[src/rtl/pds_bus_sync_if.sv]
// PDS bus signal bundle between the asynchronous PDS side, the 68030 address strobe
// and the synchronized outputs consumed by the bus sequencer.
interface pds_bus_sync_if;
    logic       pdsC8m;
    logic       pdsClockE;
    logic       npdsDtack;
    logic       npdsVpa;
    logic       ncpuAS;

    logic       c8mSync;
    logic       c8mRise;
    logic       c8mFall;
    logic       eSync;
    logic [3:0] ePhase;
    logic       eLocked;
    logic       eRiseNext;
    logic       dtackSampled;
    logic       vpaSampled;
    logic       busTimeout;

    modport master (
        output pdsC8m, pdsClockE, npdsDtack, npdsVpa, ncpuAS,
        input  c8mSync, c8mRise, c8mFall, eSync, ePhase, eLocked, eRiseNext,
               dtackSampled, vpaSampled, busTimeout
    );

    modport slave (
        input  pdsC8m, pdsClockE, npdsDtack, npdsVpa, ncpuAS,
        output c8mSync, c8mRise, c8mFall, eSync, ePhase, eLocked, eRiseNext,
               dtackSampled, vpaSampled, busTimeout
    );
endinterface

[src/rtl/pds_bus_sync.sv]
// Front-end of the PDS bus sequencer: synchronizes C8M/E/DTACK/VPA into cpuClock,
// derives C8M edge strobes, tracks E-clock phase and runs the bus-timeout watchdog.
module pds_bus_sync #(
    parameter int SYNC_STAGES = 2,
    parameter int E_PERIOD    = 10,
    parameter int TIMEOUT_C8M = 200
) (
    input  logic          cpuClock,
    input  logic          pdsReset,
    pds_bus_sync_if.slave bus
);
    localparam logic [3:0] PHASE_LO = 4'(E_PERIOD - 1);
    localparam logic [3:0] PHASE_HI = 4'(E_PERIOD);
    localparam logic [3:0] PHASE_MAX = 4'hF;
    localparam logic [7:0] WD_LIMIT = 8'(TIMEOUT_C8M);
    localparam logic [7:0] WD_LAST  = 8'(TIMEOUT_C8M - 1);

    logic [SYNC_STAGES-1:0] c8m_sr, e_sr, dtack_sr, vpa_sr;
    logic                   c8m_prev, e_prev;
    logic                   c8m_rise_q, c8m_fall_q;
    logic [3:0]             e_phase, e_phase_nxt;
    logic                   e_locked, e_locked_nxt, e_rise_next;
    logic                   dtack_q, vpa_q;
    logic [7:0]             wd_count;
    logic                   timeout_q;

    logic c8m_sync, e_sync, dtack_n_sync, vpa_n_sync;
    logic c8m_rise, c8m_fall, e_rise;

    assign c8m_sync     = c8m_sr[SYNC_STAGES-1];
    assign e_sync       = e_sr[SYNC_STAGES-1];
    assign dtack_n_sync = dtack_sr[SYNC_STAGES-1];
    assign vpa_n_sync   = vpa_sr[SYNC_STAGES-1];

    // Edge events taken one stage behind the sync output so C8M and E line up exactly.
    assign c8m_rise = c8m_sync & ~c8m_prev;
    assign c8m_fall = ~c8m_sync & c8m_prev;
    assign e_rise   = e_sync & ~e_prev;

    // NOTE: every signal assigned in always_comb gets a default first so no latch is inferred.
    always_comb begin
        e_phase_nxt  = e_phase;
        e_locked_nxt = e_locked;
        if (e_rise) begin
            e_phase_nxt  = '0;
            e_locked_nxt = (e_phase == PHASE_LO) || (e_phase == PHASE_HI);
        end else if (c8m_rise && (e_phase != PHASE_MAX)) begin
            e_phase_nxt = e_phase + 4'd1;
        end
        if (!e_rise && (e_phase_nxt == PHASE_MAX)) begin
            e_locked_nxt = 1'b0;
        end
    end

    // NOTE: sequential state uses non-blocking assignments so every flop samples pre-edge values.
    always_ff @(posedge cpuClock) begin
        if (pdsReset) begin
            c8m_sr      <= '0;
            e_sr        <= '0;
            dtack_sr    <= '1;
            vpa_sr      <= '1;
            c8m_prev    <= 1'b0;
            e_prev      <= 1'b0;
            c8m_rise_q  <= 1'b0;
            c8m_fall_q  <= 1'b0;
            e_phase     <= '0;
            e_locked    <= 1'b0;
            e_rise_next <= 1'b0;
            dtack_q     <= 1'b0;
            vpa_q       <= 1'b0;
            wd_count    <= '0;
            timeout_q   <= 1'b0;
        end else begin
            c8m_sr   <= {c8m_sr[SYNC_STAGES-2:0], bus.pdsC8m};
            e_sr     <= {e_sr[SYNC_STAGES-2:0], bus.pdsClockE};
            dtack_sr <= {dtack_sr[SYNC_STAGES-2:0], bus.npdsDtack};
            vpa_sr   <= {vpa_sr[SYNC_STAGES-2:0], bus.npdsVpa};
            c8m_prev <= c8m_sync;
            e_prev   <= e_sync;

            c8m_rise_q  <= c8m_rise;
            c8m_fall_q  <= c8m_fall;
            e_phase     <= e_phase_nxt;
            e_locked    <= e_locked_nxt;
            e_rise_next <= e_locked_nxt && (e_phase_nxt >= PHASE_LO);

            // Negated AS wins over a coincident C8M fall.
            if (bus.ncpuAS) begin
                dtack_q <= 1'b0;
                vpa_q   <= 1'b0;
            end else if (c8m_fall) begin
                dtack_q <= ~dtack_n_sync;
                vpa_q   <= ~vpa_n_sync;
            end

            timeout_q <= 1'b0;
            if (bus.ncpuAS) begin
                wd_count <= '0;
            end else if (c8m_rise && !dtack_q && !vpa_q && (wd_count != WD_LIMIT)) begin
                wd_count  <= wd_count + 8'd1;
                timeout_q <= (wd_count == WD_LAST);
            end
        end
    end

    assign bus.c8mSync      = c8m_sync;
    assign bus.c8mRise      = c8m_rise_q;
    assign bus.c8mFall      = c8m_fall_q;
    assign bus.eSync        = e_sync;
    assign bus.ePhase       = e_phase;
    assign bus.eLocked      = e_locked;
    assign bus.eRiseNext    = e_rise_next;
    assign bus.dtackSampled = dtack_q;
    assign bus.vpaSampled   = vpa_q;
    assign bus.busTimeout   = timeout_q;
endmodule

[src/flat_wrapper.sv]
// flat-port wrapper written by rule: the top's interface ports become plain ports
module pds_bus_sync_flat 
#(
    parameter int SYNC_STAGES = 2,
    parameter int E_PERIOD    = 10,
    parameter int TIMEOUT_C8M = 200
)
  (cpuClock, pdsReset, bus_pdsC8m, bus_pdsClockE, bus_npdsDtack, bus_npdsVpa, bus_ncpuAS, bus_c8mSync, bus_c8mRise, bus_c8mFall, bus_eSync, bus_ePhase, bus_eLocked, bus_eRiseNext, bus_dtackSampled, bus_vpaSampled, bus_busTimeout);
  pds_bus_sync_if bus_i ();
  input  logic cpuClock;
  input  logic pdsReset;
  input wire logic [$bits(bus_i.pdsC8m)-1:0] bus_pdsC8m;
  input wire logic [$bits(bus_i.pdsClockE)-1:0] bus_pdsClockE;
  input wire logic [$bits(bus_i.npdsDtack)-1:0] bus_npdsDtack;
  input wire logic [$bits(bus_i.npdsVpa)-1:0] bus_npdsVpa;
  input wire logic [$bits(bus_i.ncpuAS)-1:0] bus_ncpuAS;
  output wire logic [$bits(bus_i.c8mSync)-1:0] bus_c8mSync;
  output wire logic [$bits(bus_i.c8mRise)-1:0] bus_c8mRise;
  output wire logic [$bits(bus_i.c8mFall)-1:0] bus_c8mFall;
  output wire logic [$bits(bus_i.eSync)-1:0] bus_eSync;
  output wire logic [$bits(bus_i.ePhase)-1:0] bus_ePhase;
  output wire logic [$bits(bus_i.eLocked)-1:0] bus_eLocked;
  output wire logic [$bits(bus_i.eRiseNext)-1:0] bus_eRiseNext;
  output wire logic [$bits(bus_i.dtackSampled)-1:0] bus_dtackSampled;
  output wire logic [$bits(bus_i.vpaSampled)-1:0] bus_vpaSampled;
  output wire logic [$bits(bus_i.busTimeout)-1:0] bus_busTimeout;
  assign bus_i.pdsC8m = bus_pdsC8m;
  assign bus_i.pdsClockE = bus_pdsClockE;
  assign bus_i.npdsDtack = bus_npdsDtack;
  assign bus_i.npdsVpa = bus_npdsVpa;
  assign bus_i.ncpuAS = bus_ncpuAS;
  assign bus_c8mSync = bus_i.c8mSync;
  assign bus_c8mRise = bus_i.c8mRise;
  assign bus_c8mFall = bus_i.c8mFall;
  assign bus_eSync = bus_i.eSync;
  assign bus_ePhase = bus_i.ePhase;
  assign bus_eLocked = bus_i.eLocked;
  assign bus_eRiseNext = bus_i.eRiseNext;
  assign bus_dtackSampled = bus_i.dtackSampled;
  assign bus_vpaSampled = bus_i.vpaSampled;
  assign bus_busTimeout = bus_i.busTimeout;
  pds_bus_sync #(.SYNC_STAGES(SYNC_STAGES), .E_PERIOD(E_PERIOD), .TIMEOUT_C8M(TIMEOUT_C8M)) u_core (.cpuClock(cpuClock), .pdsReset(pdsReset), .bus(bus_i));
endmodule
[config.mk]
export PLATFORM = sky130hd
export DESIGN_NAME = pds_bus_sync_flat
export DESIGN_NICKNAME = d
export VERILOG_FILES = /design/src/rtl/pds_bus_sync_if.sv /design/src/rtl/pds_bus_sync.sv /design/src/flat_wrapper.sv
export SDC_FILE = /design/constraint.sdc
export NUM_CORES = 1
export LEC_CHECK = 0
export ABC_AREA = 1
export CAP_MARGIN = 20
export CORE_AREA = 2 2 54 56
export DETAILED_ROUTE_END_ITERATION = 12
export DIE_AREA = 0 0 56 58
export PLACE_DENSITY_LB_ADDON = 0.2
export REMOVE_ABC_BUFFERS = 1
export SYNTH_ARGS = -nofsm -noshare
export SYNTH_HDL_FRONTEND = slang
export SYNTH_SLANG_ARGS = --single-unit
[constraint.sdc]
create_clock -name cpuClock -period 1.8 [get_ports cpuClock]
set_input_delay 0.54 -clock cpuClock [delete_from_list [all_inputs] [get_ports cpuClock]]
set_output_delay 0.54 -clock cpuClock [all_outputs]
set_load 0.01 [all_outputs]
==> results.toml, run 1 <==
[run_status]
status = "finished clean"

[grt]
grt_pass1_vias = 1000
use_met1_pct = 20.6
gr-max-usage-layer = "met2"
antenna_found_initial = 0
grt_pass1_wl_um = 4170
use_met3_pct = 4.02
grt_max_degree = 18
gr-usage-all-layers_pct = 16.5
grt_remaining_overflow = 0
groute.layer.met2.usage_pct = 26.9

[timing]
setup_tns_ns = 0
rsz0062_at_grt = "false"
finalHoldViolations = 0
tightest_slew_ns = 0.286
finalSetupViolations = 0
period_share_pct = 95.7
maxSlewHeadroom_pct = 80.9
fin_crit_ns = 1.72
skew_ns = 0.00809
fmax_mhz = 580
drv_slew = 0

[worst_hold_path]
worstHoldPathType = "flip-flop to flip-flop"

[floorplanning]
die-area_um2 = 3250
rows = 19
die_y_um = 58
pin_count = 20
die_width_um = 56
start_util_pct = 48.3
design.core.area_um2 = 2660

[placed_design]
post_dp_cell_area_um2 = 1520
hpwl_um = 1840
gp_congestion = 0.883
io_buffers = 19

[setup_path]
cpMaxStageDelayCell = "clkdlybuf4s50_1"
crit_buf_inv = 1
critPathMaxFanout = 2
crit_type = "flip-flop to output pin"
critical-path-top-delay-family = "buffers and inverters"
r2r_slack_ns = 0.34
cp-end-kind = "output pin"
worstPathRequired_ns = 1.26
crit_chain = "clkdlybuf4s50_1"
cp_slowest_stage_delay_ns = 0.53
start_kind = "flip-flop"
worstPathArrival_ns = 1.18

[synth]
synth_enable_flop_cells = 0
synthSimpleGateAreaFrac_pct = 30.5
synthMuxAreaShare_pct = 0
yosys.area_share.xor_xnor_pct = 2.72
async_flop_share_pct = 0
yosys.area.top_type = "dfxtp_1"
synthCells = 164
synth_cell_types = 27
synth_fa_ha_area_share_pct = 4.86
yosys-top-cells-area = "dfxtp_1, nand2_1, inv_1"
synth_compound_area_share_pct = 8.66
synth_flop_cell = "dfxtp_1"
ys_seq_elements = 29
netlist_top_cells_count = "nand2_1, dfxtp_1, inv_1, nor2_1, nand3_1"
yosys_warnings = 0
synth_top_area_share_pct = 45.1
ys_seq_area_share_pct = 45.1
synth_area_um2 = 1290
synth_most_common_cell = "nand2_1"
synth_top_family_by_area = "simple AND/OR/NAND/NOR gates"
avgSynthCellArea_um2 = 7.84

[drt]
viasPerCell = 4.88
via_count = 1083
drt_iter0_drc = 45
drtAntennaViolNets = 0
postRouteWirelength_um = 2390
first_pass_iters = 4
drc = 0
wl_per_cell_um = 10.8

[cells_and_area]
fill_cells = 246
antennaDiodeCount = 0
nets = 202
fin_area_um2 = 1610
area_growth_pct = 25.2
drive_gt1_share_pct = 19.4
multi_input_area_um2 = 602
register_area_um2 = 591

[clocking]
cts.htree.levels = 2
insertion_delay_ns = 0.31
cts_buffers = 5
clkSlewWorstSetupHoldPaths_ns = 0.09
cts_num_sinks = 29
cts_tree = "yes"
postCtsHoldBufs = 0
ctsLongestPathBuffers = 2
cts_setup_buffers = 0
ctsRootBufferMaster = "clkbuf_4"

[power_and_ir_drop]
leakage_nw = 0.718
vdd_drop_max_mv = 0.734
powerDensity_nw_per_um2 = 743

[job]
drv_cap = 0
[layout make-up]
class | instances | area share [%]
Clock inverter | 1 | 0.311
Sequential cell | 29 | 36.7
Clock buffer | 7 | 4.04
Timing Repair Buffer | 21 | 13.2
Multi-Input combinational cell | 108 | 37.4
Tap cell | 31 | 2.41
Inverter | 25 | 5.98
[metrics by stage]
stage          instances  total power, W  utilization, %  hold WS, ns  worst slack, ns
2_1_floorplan        162        0.000729               -        0.382            0.388
3_3_place_gp         214        0.000773            57.2        0.390            0.157
3_5_place_dp         214        0.000776            57.2        0.393            0.111
4_1_cts              222         0.00121            60.0        0.409          0.00412
5_1_grt              222         0.00125            60.5        0.412           0.0213
6_report             222         0.00120            60.5        0.402           0.0768
[where the power goes]
group	internal [W]	switching (W)	leakage (nW)	total (W)
combinational	0.0000435	0.0000505	0.438	0.0000940
clock	0.000226	0.000212	0.0413	0.000438
sequential	0.000655	0.00000870	0.239	0.000664
total	0.000925	0.000271	0.718	0.00120
[per-layer routing]
metal  routed length (um)  vias up
li1                     -      558
met1                 1060      490
met2                 1140       31
met3                  146        4
met4                   38        0
met5                    0        -
[cells in the final DEF (no fill, tap or decap), types with 2 or more instances in the layout]
cell type	n
clkbuf_4	5
clkbuf_8	2
clkdlybuf4s50_1	13
inv_1	21
dlygate4sd2_1	2
nor2_2	2
inv_2	3
nand2_2	3
nand3_1	9
a21oi_1	8
o21ai_0	4
nor3_1	5
ha_1	5
nor2_4	2
dlymetal6s2s_1	4
dfxtp_2	5
dfxtp_1	23
nand2_1	32
nor2_1	21
buf_4	2
xor2_1	3
or2_2	4
[logic make-up (layout without fill, tap and decap cells)]
logic type               count (synthesis)  in the layout
buffers and inverters                   27             54
adder cells (fa/ha/maj)                  5              5
AO/OA/AOI/OAI                           17             17
flip-flops                              29             29
XOR/XNOR                                 4              4
AND/OR/NAND/NOR                         82             82
[worst paths after layout]
| check | start | end | cells past startpoint |
|---|---|---|---|
| worst min-delay path | u_core.dtack_sr[1]$_SDFF_PP1_ | u_core.bus.dtackSampled$_SDFFE_PP0P_ | 1 |
| worst max-delay path | u_core.c8m_sr[1]$_SDFF_PP0_ | bus_c8mSync | 1 |
| worst max register to register | u_core.bus.ePhase[0]$_SDFF_PP0_ | u_core.bus.eLocked$_SDFF_PP0_ | 9 |
| worst min register to register | u_core.dtack_sr[1]$_SDFF_PP1_ | u_core.bus.dtackSampled$_SDFFE_PP0P_ | 1 |
[state kept, by name, summed over array words and instances, names as in the netlist, 2 cells and up]
signal	cells
u_core.bus.ePhase	4
u_core.c8m_sr	2
u_core.dtack_sr	2
u_core.e_sr	2
u_core.vpa_sr	2
u_core.wd_count	8
[timing repair]
| item | CTS | global route |
|---|---|---|
| endpoints found under the setup margin | 6 | 4 |
| gates cloned | 0 | 0 |
| resized for setup | 8 | 5 |
| hold endpoints to repair | 0 | 0 |
Note: power is estimated with default switching activity, not from simulation.
==> run 2, diff against run 1 <==
Settings changed: CORE_AREA 2 2 54 56 to 4 4 56 58, DIE_AREA 0 0 56 58 to 0 0 60 62.
==> results.toml, run 2 (synthesis gave the netlist of run 1 again) <==
[clocking]
cts_tree = "yes"
ctsLongestPathBuffers = 2
clkSlewWorstSetupHoldPaths_ns = 0.09
ctsRootBufferMaster = "clkbuf_4"
cts_num_sinks = 29
insertion_delay_ns = 0.32
cts_buffers = 5
postCtsHoldBufs = 0
cts_setup_buffers = 0
cts.htree.levels = 2

[power_and_ir_drop]
p_int_w = 0.000982
leakage_nw = 0.710
powerDensity_nw_per_um2 = 780
p_sw_share_pct = 21.5
p_clk_share_pct = 39.4
seqPwrFrac_pct = 53.2
vdd_drop_max_mv = 0.754
switching_power_w = 0.000269
p_comb_share_pct = 7.4

[cells_and_area]
area_growth_pct = 24.7
largest_reg_flops = 8
drive_gt1_share_pct = 18.9
most-common-layout-cells = "nand2_1, dfxtp_1, inv_1, nor2_1, clkdlybuf4s50_1"
stdcell_count = 221
final_common_cell = "nand2_1"
antennaDiodeCount = 0
nets = 202
top_register = "u_core.wd_count"

[grt]
grt_remaining_overflow = 0
gr-usage-all-layers_pct = 15.1
grt_max_degree = 18
grt_pass1_wl_um = 4070
grt_pass1_vias = 984
antenna_found_initial = 0

[setup_path]
cp-end-kind = "output pin"
critPathMaxFanout = 2
crit_chain = "clkdlybuf4s50_1"
worstPathRequired_ns = 1.26
worstPathArrival_ns = 1.18
start_kind = "flip-flop"
crit_buf_inv = 1
critical-path-top-delay-family = "buffers and inverters"
cp_slowest_stage_delay_ns = 0.53
cpMaxStageDelayCell = "clkdlybuf4s50_1"
crit_type = "flip-flop to output pin"

[drt]
via_count = 1057
wl_per_cell_um = 10.9
postRouteWirelength_um = 2400
drc = 0
drtAntennaViolNets = 0
drt_iter0_drc = 43
first_pass_iters = 4
viasPerCell = 4.78

[timing]
setup_slack_ns = 0.0806
rsz0062_at_grt = "false"
fmax_mhz = 582
drv_slew = 0
finalHoldViolations = 0
period_share_pct = 95.5
tightest_slew_ns = 0.276
setup_tns_ns = 0
skew_ns = 0.00950
fin_crit_ns = 1.72
maxSlewHeadroom_pct = 81.5
finalSetupViolations = 0

[job]
drv_cap = 0

[placed_design]
placed_cells = 214
gp_congestion = 0.859
io_buffers = 19
hpwl_um = 1820
dp_slack_ns = 0.138

[floorplanning]
die_y_um = 62
rows = 19
die_width_um = 60
pin_count = 20
design.core.area_um2 = 2660
die-area_um2 = 3720
start_util_pct = 48.3

[worst_hold_path]
worstHoldPathType = "flip-flop to flip-flop"

[run_status]
status = "finished clean"
run 2: area by class of cell:
| cell class | instances | area (um2) |
|---|---|---|
| fillers | 246 | 1060 |
| multi-input cells | 108 | 602 |
| flip-flops and latches | 29 | 588 |
| repair buffers | 21 | 206 |
| inverters | 25 | 96.3 |
| well taps | 31 | 38.8 |
| clock buffers | 5 | 37.5 |
| clock inverters | 2 | 35.0 |
run 2: metrics by stage:
step	utilization (%)	total power [W]	cell area, um2	hold WS, ns
final	60.2	0.00125	1600	0.402
after global routing	60.2	0.00130	1600	0.424
after CTS	60.0	0.00127	1600	0.406
after detailed placement	57.2	0.000776	1520	0.393
after global placement	57.2	0.000773	1520	0.390
after floorplan	-	0.000729	1280	0.382
run 2: timing repair:
item,4_1_cts,5_1_grt
cloned,0,0
resized for setup,11,3
endpoints found under the setup margin,6,3
run 2: final timing paths:
path / startpoint / to / slack (ns) / cells past startpoint
max: u_core.bus.eLocked$_SDFF_PP0_ / bus_eLocked / 0.08 / 1
min: u_core.dtack_sr[1]$_SDFF_PP1_ / u_core.bus.dtackSampled$_SDFFE_PP0P_ / 0.40 / 1
max reg2reg: u_core.bus.ePhase[0]$_SDFF_PP0_ / u_core.bus.eLocked$_SDFF_PP0_ / 0.32 / 9
min reg2reg: u_core.dtack_sr[1]$_SDFF_PP1_ / u_core.bus.dtackSampled$_SDFFE_PP0P_ / 0.40 / 1
run 2: routing by layer:
metal / GRT usage [%] / vias to the layer above / share of wire (%)
met4: 8.54 / 0 / 2.1
met2: 23.1 / 23 / 46
li1: - / 558 / -
met5: 0 / - / 0
met1: 17.9 / 472 / 46
met3: 5.99 / 4 / 6.0
run 2: power by group through the flow:
stage               combinational, W  clock, W  sequential (W)
detailed placement         0.0000951         0        0.000681
global placement           0.0000931         0        0.000680
global route                0.000105  0.000532        0.000668
floorplan                  0.0000465         0        0.000683
finish                     0.0000923  0.000493        0.000666
CTS                        0.0000937  0.000510        0.000666
